--- src/rtl/shift_cmd_sequencer.sv ---
// shift_cmd_sequencer: accepts shift/load commands over a valid/ready handshake
// and drives s/value/MSB/LSB of a universal shift register for the required
// number of cycles, reading Q back to source rotate/arithmetic serial bits.
// Optional feature macro: SHIFT_SEQ_ROTATE_EN enables ROR (op 3) and ROL (op 4);
// without it those ops are rejected like any other illegal op.
module shift_cmd_sequencer #(
    parameter int WIDTH = 4,
    parameter int CNT_W = 3
) (
    input  logic             CLK,
    input  logic             Clear,
    input  logic             cmd_valid,
    output logic             cmd_ready,
    input  logic [2:0]       cmd_op,
    input  logic [WIDTH-1:0] cmd_data,
    input  logic [CNT_W-1:0] cmd_count,
    input  logic             cmd_fill,
    input  logic [WIDTH-1:0] Q_in,
    output logic [1:0]       s,
    output logic [WIDTH-1:0] value,
    output logic             MSB,
    output logic             LSB,
    output logic             done,
    output logic             err
);

    localparam logic [2:0] OP_LOAD = 3'd0;
    localparam logic [2:0] OP_SHR  = 3'd1;
    localparam logic [2:0] OP_SHL  = 3'd2;
    localparam logic [2:0] OP_ROR  = 3'd3;
    localparam logic [2:0] OP_ROL  = 3'd4;
    localparam logic [2:0] OP_ASR  = 3'd5;

    typedef enum logic {IDLE, RUN} state_t;

    state_t           state, state_nxt;
    logic [2:0]       op_q;
    logic             fill_q;
    logic [CNT_W-1:0] cnt;
    logic             accept;
    logic             legal;
    logic [CNT_W-1:0] load_cnt;

    assign cmd_ready = (state == IDLE) && !Clear;
    assign accept    = cmd_valid && cmd_ready;

    // Decode legality and the number of register cycles the offered command needs
    always_comb begin
        legal    = 1'b0;
        load_cnt = '0;
        case (cmd_op)
            OP_LOAD, OP_SHR, OP_SHL, OP_ASR: legal = 1'b1;
`ifdef SHIFT_SEQ_ROTATE_EN
            OP_ROR, OP_ROL:                  legal = 1'b1;
`endif
            default:                         legal = 1'b0;
        endcase
        if (legal) begin
            if (cmd_op == OP_LOAD) load_cnt = CNT_W'(1);
            else                   load_cnt = cmd_count;
        end
    end

    // State register; Clear aborts any command in flight
    always_ff @(posedge CLK) begin
        if (Clear) state <= IDLE;
        else       state <= state_nxt;
    end

    // Next state plus register mode and serial inputs (serial bits track Q_in live)
    always_comb begin
        state_nxt = state;
        s         = 2'b00;
        MSB       = 1'b0;
        LSB       = 1'b0;
        case (state)
            IDLE: begin
                // zero-cycle commands complete without ever leaving IDLE
                if (accept && load_cnt != '0) state_nxt = RUN;
            end
            RUN: begin
                if (cnt == CNT_W'(1)) state_nxt = IDLE;
                case (op_q)
                    OP_LOAD: s = 2'b11;
                    OP_SHR:  begin s = 2'b01; MSB = fill_q;         end
                    OP_SHL:  begin s = 2'b10; LSB = fill_q;         end
                    OP_ROR:  begin s = 2'b01; MSB = Q_in[0];        end
                    OP_ROL:  begin s = 2'b10; LSB = Q_in[WIDTH-1];  end
                    OP_ASR:  begin s = 2'b01; MSB = Q_in[WIDTH-1];  end
                    default: s = 2'b00;
                endcase
            end
            default: state_nxt = IDLE;
        endcase
    end

    // Command latch, remaining-cycle counter and the done/err pulses
    always_ff @(posedge CLK) begin
        if (Clear) begin
            value  <= '0;
            op_q   <= '0;
            fill_q <= 1'b0;
            cnt    <= '0;
            done   <= 1'b0;
            err    <= 1'b0;
        end else begin
            done <= 1'b0;
            err  <= 1'b0;
            if (accept) begin
                op_q   <= cmd_op;
                fill_q <= cmd_fill;
                value  <= cmd_data;
                cnt    <= load_cnt;
                if (load_cnt == '0) begin
                    done <= 1'b1;
                    err  <= !legal;
                end
            end else if (state == RUN) begin
                cnt <= cnt - 1'b1;
                if (cnt == CNT_W'(1)) done <= 1'b1;
            end
        end
    end

endmodule

--- config.mk ---
export PLATFORM = sky130hd
export DESIGN_NAME = shift_cmd_sequencer
export DESIGN_NICKNAME = d
export VERILOG_FILES = /design/src/rtl/shift_cmd_sequencer.sv
export SDC_FILE = /design/constraint.sdc
export NUM_CORES = 1
export LEC_CHECK = 0
export CORE_MARGIN = 8
export CORE_UTILIZATION = 45
export DETAILED_ROUTE_END_ITERATION = 8
export PLACE_DENSITY_LB_ADDON = 0.25
export REMOVE_ABC_BUFFERS = 1
export SYNTH_ARGS = -nofsm -noshare
export SYNTH_HDL_FRONTEND = slang
export SYNTH_SLANG_ARGS = --single-unit
--- constraint.sdc ---
create_clock -name CLK -period 1.6 [get_ports CLK]
set_input_delay 0.16 -clock CLK [delete_from_list [all_inputs] [get_ports CLK]]
set_output_delay 0.16 -clock CLK [all_outputs]
set_load 0.02 [all_outputs]
# Word-level counts from Yosys, hierarchy flattened
# Cells that the tools add are included.
# classes
addsub	1
order_cmp	0
n_reduce_logical	14
eq_ne	9
mul	0
n_div	0
n_bitwise	3
n_shift	0
muxes	18
# op_table
op	n
$mux 3	4
$eq 3x1->1 const B	3
$eq 3x2->1 const B	3
$eq 3x3->1 const B	3
$logic_not 3->1	3
$mux 1	9
$pmux 2 s3	1
$reduce_or 3->1	2
$pmux 1 s2	2
$reduce_or 4->1	1
$logic_and 1x1->1	3
$not 1->1	3
$pmux 1 s3	1
$reduce_bool 3->1	1
$sub 3x1->3 const B	1
$logic_not 1->1	2
$mux 2	1
$reduce_bool 2->1	1
$reduce_or 2->1	1
# word_totals
out_inout_bits	11
inputBits	18
ff_bits	14
latchBits	0
ramBits	0
romBits	0
wordCells	52
n_memories	0

# Depth between registers and ports, before layout
# Gate-level depths: netlist of the first run.
# logic_depth
depth_word	8
depth_mapped	5

# Worst setup path after synthesis of the first run
# Ideal clock, no wire load.
# synth_timing
path_type	reg2out
startpoint	register op_q[2]
endpoint	output port s[0]
arrival_ns	0.978
stages_incl_launch_ff	3
n_path_buf	0
required_time_ns	1.440
path_slack_ns	0.462
path_cell_list	dfxtp_1 -> maj3_1 -> nor2_1
# synth_via
elab_chain_len	4
elab_cells_between_ends	10
# synth_rtl
item	line_no	rtl
start: declaration	37	logic [2:0] op_q;
start signal: assignment	110	op_q <= cmd_op;
$eq 3x3->1 (tied with other cells)	83	case (op_q)
$reduce_or 3->1 (no line) or $reduce_or 2->1 (tied branches)	n/a	
$pmux 2 s3 *	83	
$mux 2 *	76	case (state)
end: declaration	19	output logic [1:0] s,
# Mark *: on every way between the ends. The rest lies on a longest branch, timed or not.

# Worst setup path in the final report of the first run
# layout_timing
startpoint	register op_q[2]
endpoint	output port LSB
# layout_via
elab_chain_len	3
elab_cells_between_ends	4
# layout_rtl
item	line_no	rtl
$eq 3x3->1 or $eq 3x2->1 (tied branches)	83	
$pmux 1 s2 *	83	
$mux 1 *	76	
end: declaration	22	output logic LSB,
# Marked as above.

==> results of run 1 <==
==> report_power, final <==
group          internal [mW]  switching, mW
Clock                  0.138          0.110
Sequential             0.378         0.0210
Combinational          0.125          0.111
==> critical path: cells and delay by family, from the launching register on <==
family / cells / cell delay, ps
AO/OA/AOI/OAI: 1 / 120
AND/OR/NAND/NOR: 1 / 150
buffers and inverters: 2 / 450
flip-flops: 1 / 370
==> flip-flops by register name, indices dropped and copies added (netlist names) <==
signal,flops
op_q,3
err,1
value,4
cnt,3
state,1
fill_q,1
done,1
==> repair_timing <==
action	4_1_cts	5_1_grt
endpoints found under the setup margin	5	3
gates resized for setup	7	6
hold buffers	0	0
endpoints found under the hold margin	0	0
==> cells in the mapped netlist (all sizes together) <==
cell,instances
nand2,12
a21oi,3
inv,5
a31oi,2
dfxtp,14
o2111ai,1
nor2b,3
a31o,1
nor3,2
mux2i,3
a32o,1
o21ai,9
and3,1
nor3b,2
and2,1
nand2b,8
o211ai,1
a211o,1
ha,2
o2bb2ai,1
o31ai,1
nor2,5
nand3b,4
maj3,1
buf,5
or3,1
o21bai,1
nand4,1
==> final cells by class <==
type                    count  share of cell area
clock buffers               4              0.0329
inverters                   5              0.0170
flip-flops and latches     14               0.259
well taps                  17              0.0193
repair buffers             33               0.283
multi-input cells          68               0.389
==> routing by layer <==
metal	up-vias	part of all wire	GRT usage
met5	-	0	0
met4	0	0.017	0.0750
met3	4	0.068	0.0404
met2	21	0.48	0.201
met1	327	0.44	0.127
li1	389	-	-
==> placed cells by master (no fill, tap or decap), types with 2 or more instances in the layout <==
master,n
clkbuf_4,3
nor2b_1,3
dfxtp_1,12
o21ai_0,9
nor3_1,2
ha_1,2
mux2i_1,3
buf_4,6
a21oi_1,3
nor2_1,5
clkdlybuf4s50_1,21
nand2b_1,8
dlygate4sd2_1,2
clkbuf_2,2
nand2_1,12
inv_1,5
a31oi_1,2
nand3b_1,4
==> path summary, 6_finish.rpt <==
path                            cells past startpoint               endpoint
worst max-delay path                                4                    LSB
worst max register to register                      5    cnt[1]$_SDFFE_PP0P_
worst min-delay path                                3  value[1]$_SDFFE_PP0P_
worst min register to register                      2  value[2]$_SDFFE_PP0P_
==> cells by family after synthesis <==
logic type | Yosys count
simple gates | 40
flops | 14
fa+ha+maj | 3
buf+inv | 10
mux | 3
compound gates | 22
==> through the flow <==
| stage | worst slack, ps | power [mW] | instance area, sq um | utilization | hold WS, ps |
|---|---|---|---|---|---|
| after floorplan | 367 | 0.516 | 728 | - | 229 |
| after global placement | -136 | 0.640 | 1070 | 0.643 | 462 |
| after detailed placement | -173 | 0.649 | 1070 | 0.643 | 469 |
| after CTS | 7.56 | 0.896 | 1110 | 0.663 | 429 |
| after global routing | -9.93 | 0.937 | 1100 | 0.661 | 450 |
| final | 77.4 | 0.884 | 1100 | 0.661 | 431 |
==> flow_metrics.env, run 1 <==
export IMPL_place_hpwl_mm=1.51
export IMPL_grt_pass1_wl_mm=3.15
export IMPL_instances_no_fill=141
export IMPL_rows=15
export IMPL_start_kind="flop"
export IMPL_cts_htree_levels=1
export IMPL_wl_mm=1.89
export IMPL_cts_buffers=3
export IMPL_peakVddDrop_v=0.000553
export IMPL_grt_overflow_total=0
export IMPL_worst_pin_slew_ps=286
export IMPL_synth_simple_gate_area_frac=0.292
export IMPL_ys_types=31
export IMPL_final_nets=145
export IMPL_tns_ps=0
export IMPL_yosys_area_top_type_share=0.365
export IMPL_syn_area_sq_um=768
export IMPL_die_w_um=57.3
export IMPL_synth_compound_area_frac=0.182
export IMPL_via_count=741
export IMPL_clk_pin_slew_worst_paths_ps=80
export IMPL_cts_root_buf="clkbuf_4"
export IMPL_min_from="cmd_data[1]"
export IMPL_insertion_delay_ps=270
export IMPL_synthAdderAreaFrac=0.0456
export IMPL_antenna_found_initial=0
export IMPL_seqCellArea_sq_um=285
export IMPL_clk_path_buf_depth=2
export IMPL_drive_above_1_share=0.129
export IMPL_area_growth_pct=43.6
export IMPL_start_util=0.460
export IMPL_hold_viol_final=0
export IMPL_r2r_start="state$_SDFF_PP0_"
export IMPL_critPathCaptureType="output pin"
export IMPL_grt_pass1_vias=732
export IMPL_drt_iter0_drc=11
export IMPL_slew_limit_headroom=0.804
export IMPL_status="finished clean"
export IMPL_setup_viol=0
export IMPL_avgRoutedWirePerCell_um=13.4
export IMPL_place_congestion=0.812
export IMPL_synth_top_area_cell="dfxtp_1"
export IMPL_multi_input_area_sq_um=429
export IMPL_coreArea_sq_um=1670
export IMPL_post_cts_buffers=0
export IMPL_cp_slowest_stage_delay_ps=370
export IMPL_fin_crit_ps=1520
export IMPL_cellPowerDensity_nw_per_um2=801
export IMPL_cap_violations=0
export IMPL_finalCritPeriodShare=0.952
export IMPL_synthCells=92
export IMPL_antenna_left=0
export IMPL_grt_max_degree=22
export IMPL_io_buffers=26
export IMPL_nFillCells=157
export IMPL_synth_area_leaders="dfxtp_1 (36%), nand2b_1 (6.5%), o21ai_0 (5.9%)"
export IMPL_grt_use_total=0.121
export IMPL_rrSetupSlack_ps=400
export IMPL_leakage_nw=0.427
export IMPL_yosys_warnings=0
export IMPL_die_area_sq_um=3290
export IMPL_pin_count=29
export IMPL_dp_cells=137
export IMPL_synth_seq_cells=14
export IMPL_chipHeight_um=57.3
export IMPL_crit_start="op_q[2]$_SDFFE_PP0P_"
export IMPL_worstSetupPathType="reg -> out"
export IMPL_clock_sinks=14
export IMPL_ys_seq_area_frac=0.365
export IMPL_drc_errors=0
export IMPL_required_ps=1440
export IMPL_slew_viol_final=0
export IMPL_synth_mux_area_frac=0.0391
export IMPL_fmax_mhz=657
export IMPL_critPathMaxFanout=5
export IMPL_syn_avg_cell_area_sq_um=8.35
export IMPL_antenna_cells=0
export IMPL_first_pass_iters=4
export IMPL_cts_tree="yes"
export IMPL_synthXorXnorAreaFrac=0
export IMPL_slowest_stage="dfxtp_4"
export IMPL_routed_via_density=5.26
export IMPL_cp_cell_sequence="buf_4 > nand3b_1 > a21oi_1 > clkdlybuf4s15_1"
export IMPL_synth_top_family_by_area="simple AND/OR/NAND/NOR gates"
export IMPL_critPathArrivalTime_ps=1360
export IMPL_finClkSkew_ps=2.59
export IMPL_hold_path_class="in -> reg"
Power figures use the tool's default switching activity.
==> inputs of run 2 (changes only) <==
--- a/config.mk
+++ b/config.mk
@@ -5,8 +5,10 @@
 export SDC_FILE = /design/constraint.sdc
 export NUM_CORES = 1
 export LEC_CHECK = 0
-export CORE_MARGIN = 8
-export CORE_UTILIZATION = 45
+export CELL_PAD_IN_SITES_DETAIL_PLACEMENT = 2
+export CELL_PAD_IN_SITES_GLOBAL_PLACEMENT = 2
+export CORE_MARGIN = 4
+export CORE_UTILIZATION = 25
 export DETAILED_ROUTE_END_ITERATION = 8
 export PLACE_DENSITY_LB_ADDON = 0.25
 export REMOVE_ABC_BUFFERS = 1
==> run 2 against run 1 <==
Against the previous run:
- first-iteration DRC count up 73%
- sequential share of layout area down 0.60 points
- critical path depth up 1
- wire length up 25%
- clock-buffer cell count unchanged
- global-route usage up 0.83 points
- via count up 6.3%
- non-clock buffer count up 3
- clock power up 4%
- core utilization down 26 points
- power up 2.4%
- critical path type unchanged
- critical endpoint is now s[1]
==> flow_metrics.env, run 2 (synthesis results as in run 1) <==
export IMPL_drt_iter0_drc=19
export IMPL_path_depth=5
export IMPL_cap_violations=0
export IMPL_leakage_nw=0.448
export IMPL_clk_pin_slew_worst_paths_ps=90
export IMPL_tns_ps=0
export IMPL_rsz0062_at_grt="no"
export IMPL_critPathCaptureType="output pin"
export IMPL_antenna_cells=0
export IMPL_slowest_stage="dlygate4sd2_1"
export IMPL_critPathBufInv=3
export IMPL_first_pass_iters=4
export IMPL_insertion_delay_ps=280
export IMPL_finClkSkew_ps=2.61
export IMPL_fin_ws_ps=114
export IMPL_slew_viol_final=0
export IMPL_holdPathStages=3
export IMPL_grt_pass1_vias=887
export IMPL_die_w_um=63.4
export IMPL_post_cts_buffers=0
export IMPL_clock_sinks=14
export IMPL_layout_common_cells="clkdlybuf4s50_1 (21), nand2_1 (12), dfxtp_1 (12)"
export IMPL_cp_top_family="buffers and inverters"
export IMPL_fin_area_sq_um=1130
export IMPL_grt_overflow_total=0
export IMPL_cp_cell_sequence="inv_1 > buf_4 > nand2_1 > a21oi_1 > dlygate4sd2_1"
export IMPL_chipHeight_um=63.4
export IMPL_io_buffers=26
export IMPL_start_util=0.269
export IMPL_coreArea_sq_um=2850
export IMPL_grt_pass1_wl_mm=4.10
export IMPL_required_ps=1440
export IMPL_hold_viol_final=0
export IMPL_cts_htree_levels=1
export IMPL_finalCritPeriodShare=0.929
export IMPL_setup_viol=0
export IMPL_fin_crit_ps=1490
export IMPL_fmax_mhz=673
export IMPL_final_nets=148
export IMPL_rows=19
export IMPL_slew_limit_headroom=0.816
export IMPL_die_area_sq_um=4020
export IMPL_pin_count=29
export IMPL_grt_max_degree=15
export IMPL_worst_pin_slew_ps=269
export IMPL_via_count=788
export IMPL_drive_above_1_share=0.157
export IMPL_cts_root_buf="clkbuf_4"
export IMPL_largest_register_ffs=4
export IMPL_status="finished clean"
export IMPL_hold_path_class="in -> reg"
export IMPL_worst_r2r_path_depth=5
export IMPL_place_ws_ps=-184
export IMPL_routed_via_density=4.99
export IMPL_avgRoutedWirePerCell_um=15.0
export IMPL_start_kind="flop"
export IMPL_area_growth_pct=47.1
export IMPL_cellPowerDensity_nw_per_um2=801
export IMPL_clk_path_buf_depth=2
export IMPL_p_total_uw=905
export IMPL_grt_use_total=0.129
export IMPL_largest_register="value"
export IMPL_antenna_found_initial=0
export IMPL_worstSetupPathType="reg -> out"
export IMPL_cts_tree="yes"
export IMPL_cts_buffers=3
export IMPL_nFillCells=338
export IMPL_critPathArrivalTime_ps=1330
export IMPL_place_hpwl_mm=1.87
export IMPL_wl_mm=2.37
export IMPL_critPathMaxFanout=2
export IMPL_dpl_cell_area_sq_um=1100
export IMPL_peakVddDrop_v=0.000415
export IMPL_largest_registers="value x4, cnt x3, op_q x3"
export IMPL_antenna_left=0
export IMPL_cp_slowest_stage_delay_ps=350
export IMPL_place_congestion=0.756
export IMPL_final_common_cell="clkdlybuf4s50_1"
export IMPL_drc_errors=0
-- run 2: cell types whose count changed in the layout (fill, tap and decap cells not counted) --
cell | previous run | this run
buf_4 | 6 | 10
buf_12 | 1 | 0
buf_2 | 0 | 1
clkdlybuf4s15_1 | 1 | 0
dlygate4sd2_1 | 2 | 1
dlymetal6s2s_1 | 0 | 1
-- run 2: layout make-up --
cell class                      count  area (sq um)  area share
Multi-Input combinational cell     68           429       0.380
Timing Repair Buffer               36           322       0.285
Sequential cell                    14           285       0.252
Tap cell                           31          38.8      0.0343
Clock buffer                        4          36.3      0.0321
Inverter                            5          18.8      0.0166
-- run 2: metal layers --
metal  global-route usage  vias up  wire, um
li1                     -      388         -
met1                0.146      382      1050
met2                0.231       16      1210
met3               0.0160        2        67
met4               0.0728        0        34
met5                    0        -         0
-- run 2: final timing paths --
check / endpoint / startpoint / slack [ps]
setup reg to reg: cnt[2]$_SDFFE_PP0P_ / cnt[0]$_SDFFE_PP0P_ / 470
hold / removal: value[2]$_SDFFE_PP0P_ / cmd_data[2] / 440
setup / recovery: s[1] / op_q[0]$_SDFFE_PP0P_ / 110
hold reg to reg: value[3]$_SDFFE_PP0P_ / value[3]$_SDFFE_PP0P_ / 490
-- run 2: through the flow --
stage / util / std cells / hold WS (ps)
after floorplan: - / 87 / 229
after global placement: 0.386 / 154 / 461
after detailed placement: 0.386 / 154 / 480
after CTS: 0.401 / 158 / 428
after global routing: 0.396 / 158 / 443
final: 0.396 / 158 / 441
-- run 2: what timing repair did --
| action | 4_1_cts | 5_1_grt |
|---|---|---|
| setup endpoints to repair | 5 | 4 |
| hold buffers | 0 | 0 |
| pin swaps | 0 | 0 |
| gates resized for setup | 11 | 4 |
-- run 2: power by group --
part	internal [mW]	leakage [nW]	switching, mW
Clock	0.138	0.0210	0.118
Sequential	0.378	0.116	0.0238
Combinational	0.130	0.311	0.116
-- run 2: worst reg2reg max path, stage by stage, from the launching register on --
cell and delay (ps):
dfxtp_1 390, inv_1 60, ha_1 220, mux2i_1 160, nand2_1 80, a31oi_1 160
==> patch, RTL diff (config.mk and constraints of run 2) <==
The parameter `CNT_W` goes from 3 to 5.
--- a/src/rtl/shift_cmd_sequencer.sv
+++ b/src/rtl/shift_cmd_sequencer.sv
@@ -7,3 +7,3 @@
     parameter int WIDTH = 4,
-    parameter int CNT_W = 3
+    parameter int CNT_W = 5
 ) (
Ports: changed (resized cmd_count); port bits go from 29 to 31. No check against the original RTL was run, so the function may have changed too.
==> patch against run 2 <==
First-iteration DRC count decreased by 5.3%; worst setup slack improved by 0.024 ns; total power is 8.0% higher; via count grew 18%; area after synthesis grew 15%; sequential cell count increased by 2; largest cell class unchanged; critical endpoint unchanged; sequential share of layout area shrank 0.20 points; wire length up 14%; die area up 13%; final area is 14% higher.
==> patch: results (changes against run 2) <==
Yosys
  – Yosys cell types: 34 (+9.7%)
  – Mux share of post-synthesis cell area: 0.01136 (-0.02772)
  – Adder-cell share of the synthesized area: 0.02841 (-0.01719)
  – Most frequent cells after synthesis: nand2_1 (25), a21oi_1 (20), dfxtp_1 (16), nor2_1 (6)
  – Synth warnings: 0 (unchanged)
  – Synth top area cells: dfxtp_1 (36%), a21oi_1 (11%), nand2_1 (11%)
  – Mapped Cells: 112 (+22%)
  – Xor/xnor share of the synthesized area: 0.009943 (+0.009943)
  – Compound-Gate Fraction of Synth Area: 0.2330 (+0.05054)
  – Sequential share of the synthesized area: 0.3636 (-0.001184)
  – Async S/R FF share, synth: 0 (unchanged)

Global route
  – Routing usage on met2: 0.2577 (+0.02690)
  – Met3 usage: 0.01664 (+0.0006531)
  – Met1 usage: 0.1487 (+0.002914)
  – Total track usage: 0.1338 (+0.004835)
  – Vias in the first global route: 1,031 (+16%)
  – First-pass GRT wire length: 4.623 mm (+13%)
  – Initial antenna violation count: 0 (unchanged)
  – Largest net degree at the start of global routing: 17 (+2)

Drt
  – Avg WL per Cell: 13.64 µm (-9.0%)
  – Met3 WL: 104 µm (+55%)
  – WL met2: 1.405 mm (+16%)
  – Post-Route WL: 2.701 mm (+14%)
  – Metal-1 WL: 1.171 mm (+11%)
  – Via count: 928 (+18%)
  – Initial DRC Count: 18 (-1)

Clocking
  – Clk root buf: clkbuf_4
  – H-Tree Depth: 1 (unchanged)
  – Cts bufs inserted: 3 (unchanged)
  – Post-CTS setup buffers: 0 (unchanged)
  – Reg clk slew, reported paths: 0.09 ns (about the same)
  – Clock Path Buffers: 2 (unchanged)

Cells and area
  – Fraction of layout cells with a size suffix above 1: 0.1645 (+0.006993)
  – # fillers: 434 (+28%)
  – Largest regs: cnt x5, value x4, op_q x3
  – Diodes inserted: 0 (unchanged)
  – # nets final: 176 (+19%)

Pwr
  – Worst vdd ir: 0.2084 mV (-50%)
  – Pleak: 0.5204 nW (+16%)

Timing
  – Final Skew: 0.003040 ns (+0.0004323 ns)
  – Max_slew headroom: 0.7737 (-0.04219)

Critical path
  – CP max FO: 6 (+4)
  – Data arrival, critical path: 1.30 ns (-0.03 ns)

Placement
  – RePlAce Congestion: 0.8427 (+12%)
  – Placed insts: 195 (+27%)
  – Worst slack, placed: -0.1771 ns (+0.007049 ns)
  – Port Buffer Count: 28 (+7.7%)
  – HPWL after DPL: 2.238 mm (+20%)

Min path
  – Min-delay worst type: in2reg
  – Hold-critical path depth: 3 (unchanged)

Run status
  – Status: completed
==> patch: worst paths after layout <==
check / start / endpoint / slack [ns]
min: cmd_fill / fill_q / 0.43
max: state / s[1] / 0.14
min reg2reg: value[0] / value[0] / 0.47
max reg2reg: state / cnt[2] / 0.22
==> patch: logic make-up after synthesis <==
group	Yosys count
multiplexers	1
flip-flops	16
XOR/XNOR	1
AND/OR/NAND/NOR	48
buffers and inverters	11
adder cells (fa/ha/maj)	2
AO/OA/AOI/OAI	33
==> patch: through the flow <==
| stage | hold WS, ns | util | area [µm²] |
|---|---|---|---|
| 6_report | 0.4251 | 0.3832 | 1289 |
| 5_1_grt | 0.4164 | 0.3832 | 1289 |
| 4_1_cts | 0.4224 | 0.3843 | 1292 |
| 3_5_place_dp | 0.4607 | 0.3787 | 1274 |
| 3_3_place_gp | 0.4423 | 0.3787 | 1274 |
| 2_1_floorplan | 0.2291 | - | 815.8 |
==> patch: final cells by class <==
| class | instances | area [µm²] | area share |
|---|---|---|---|
| Multi-Input combinational cell | 85 | 480.5 | 0.3728 |
| Timing Repair Buffer | 44 | 390.4 | 0.3029 |
| Sequential cell | 16 | 322.8 | 0.2505 |
| Tap cell | 46 | 57.56 | 0.04466 |
| Clock buffer | 3 | 22.52 | 0.01748 |
| Inverter | 4 | 15.01 | 0.01165 |
==> patch: critical path: stages, from the launching register on <==
cell           delay [ns]
dfxtp_1              0.44
nand2b_1             0.11
a21oi_1              0.13
dlygate4sd2_1        0.35
==> patch: repair_timing <==
item / 4_1_cts / 5_1_grt
hold buffers: 0 / 0
endpoints found under the setup margin: 4 / 3
resized for setup: 5 / 6
==> patch: report_power, final <==
group / switching (W) / total [W] / internal [W]
registers: 0.0000268 / 0.000458 / 0.000431
logic: 0.000150 / 0.000307 / 0.000157
clock network: 0.000125 / 0.000212 / 0.0000873
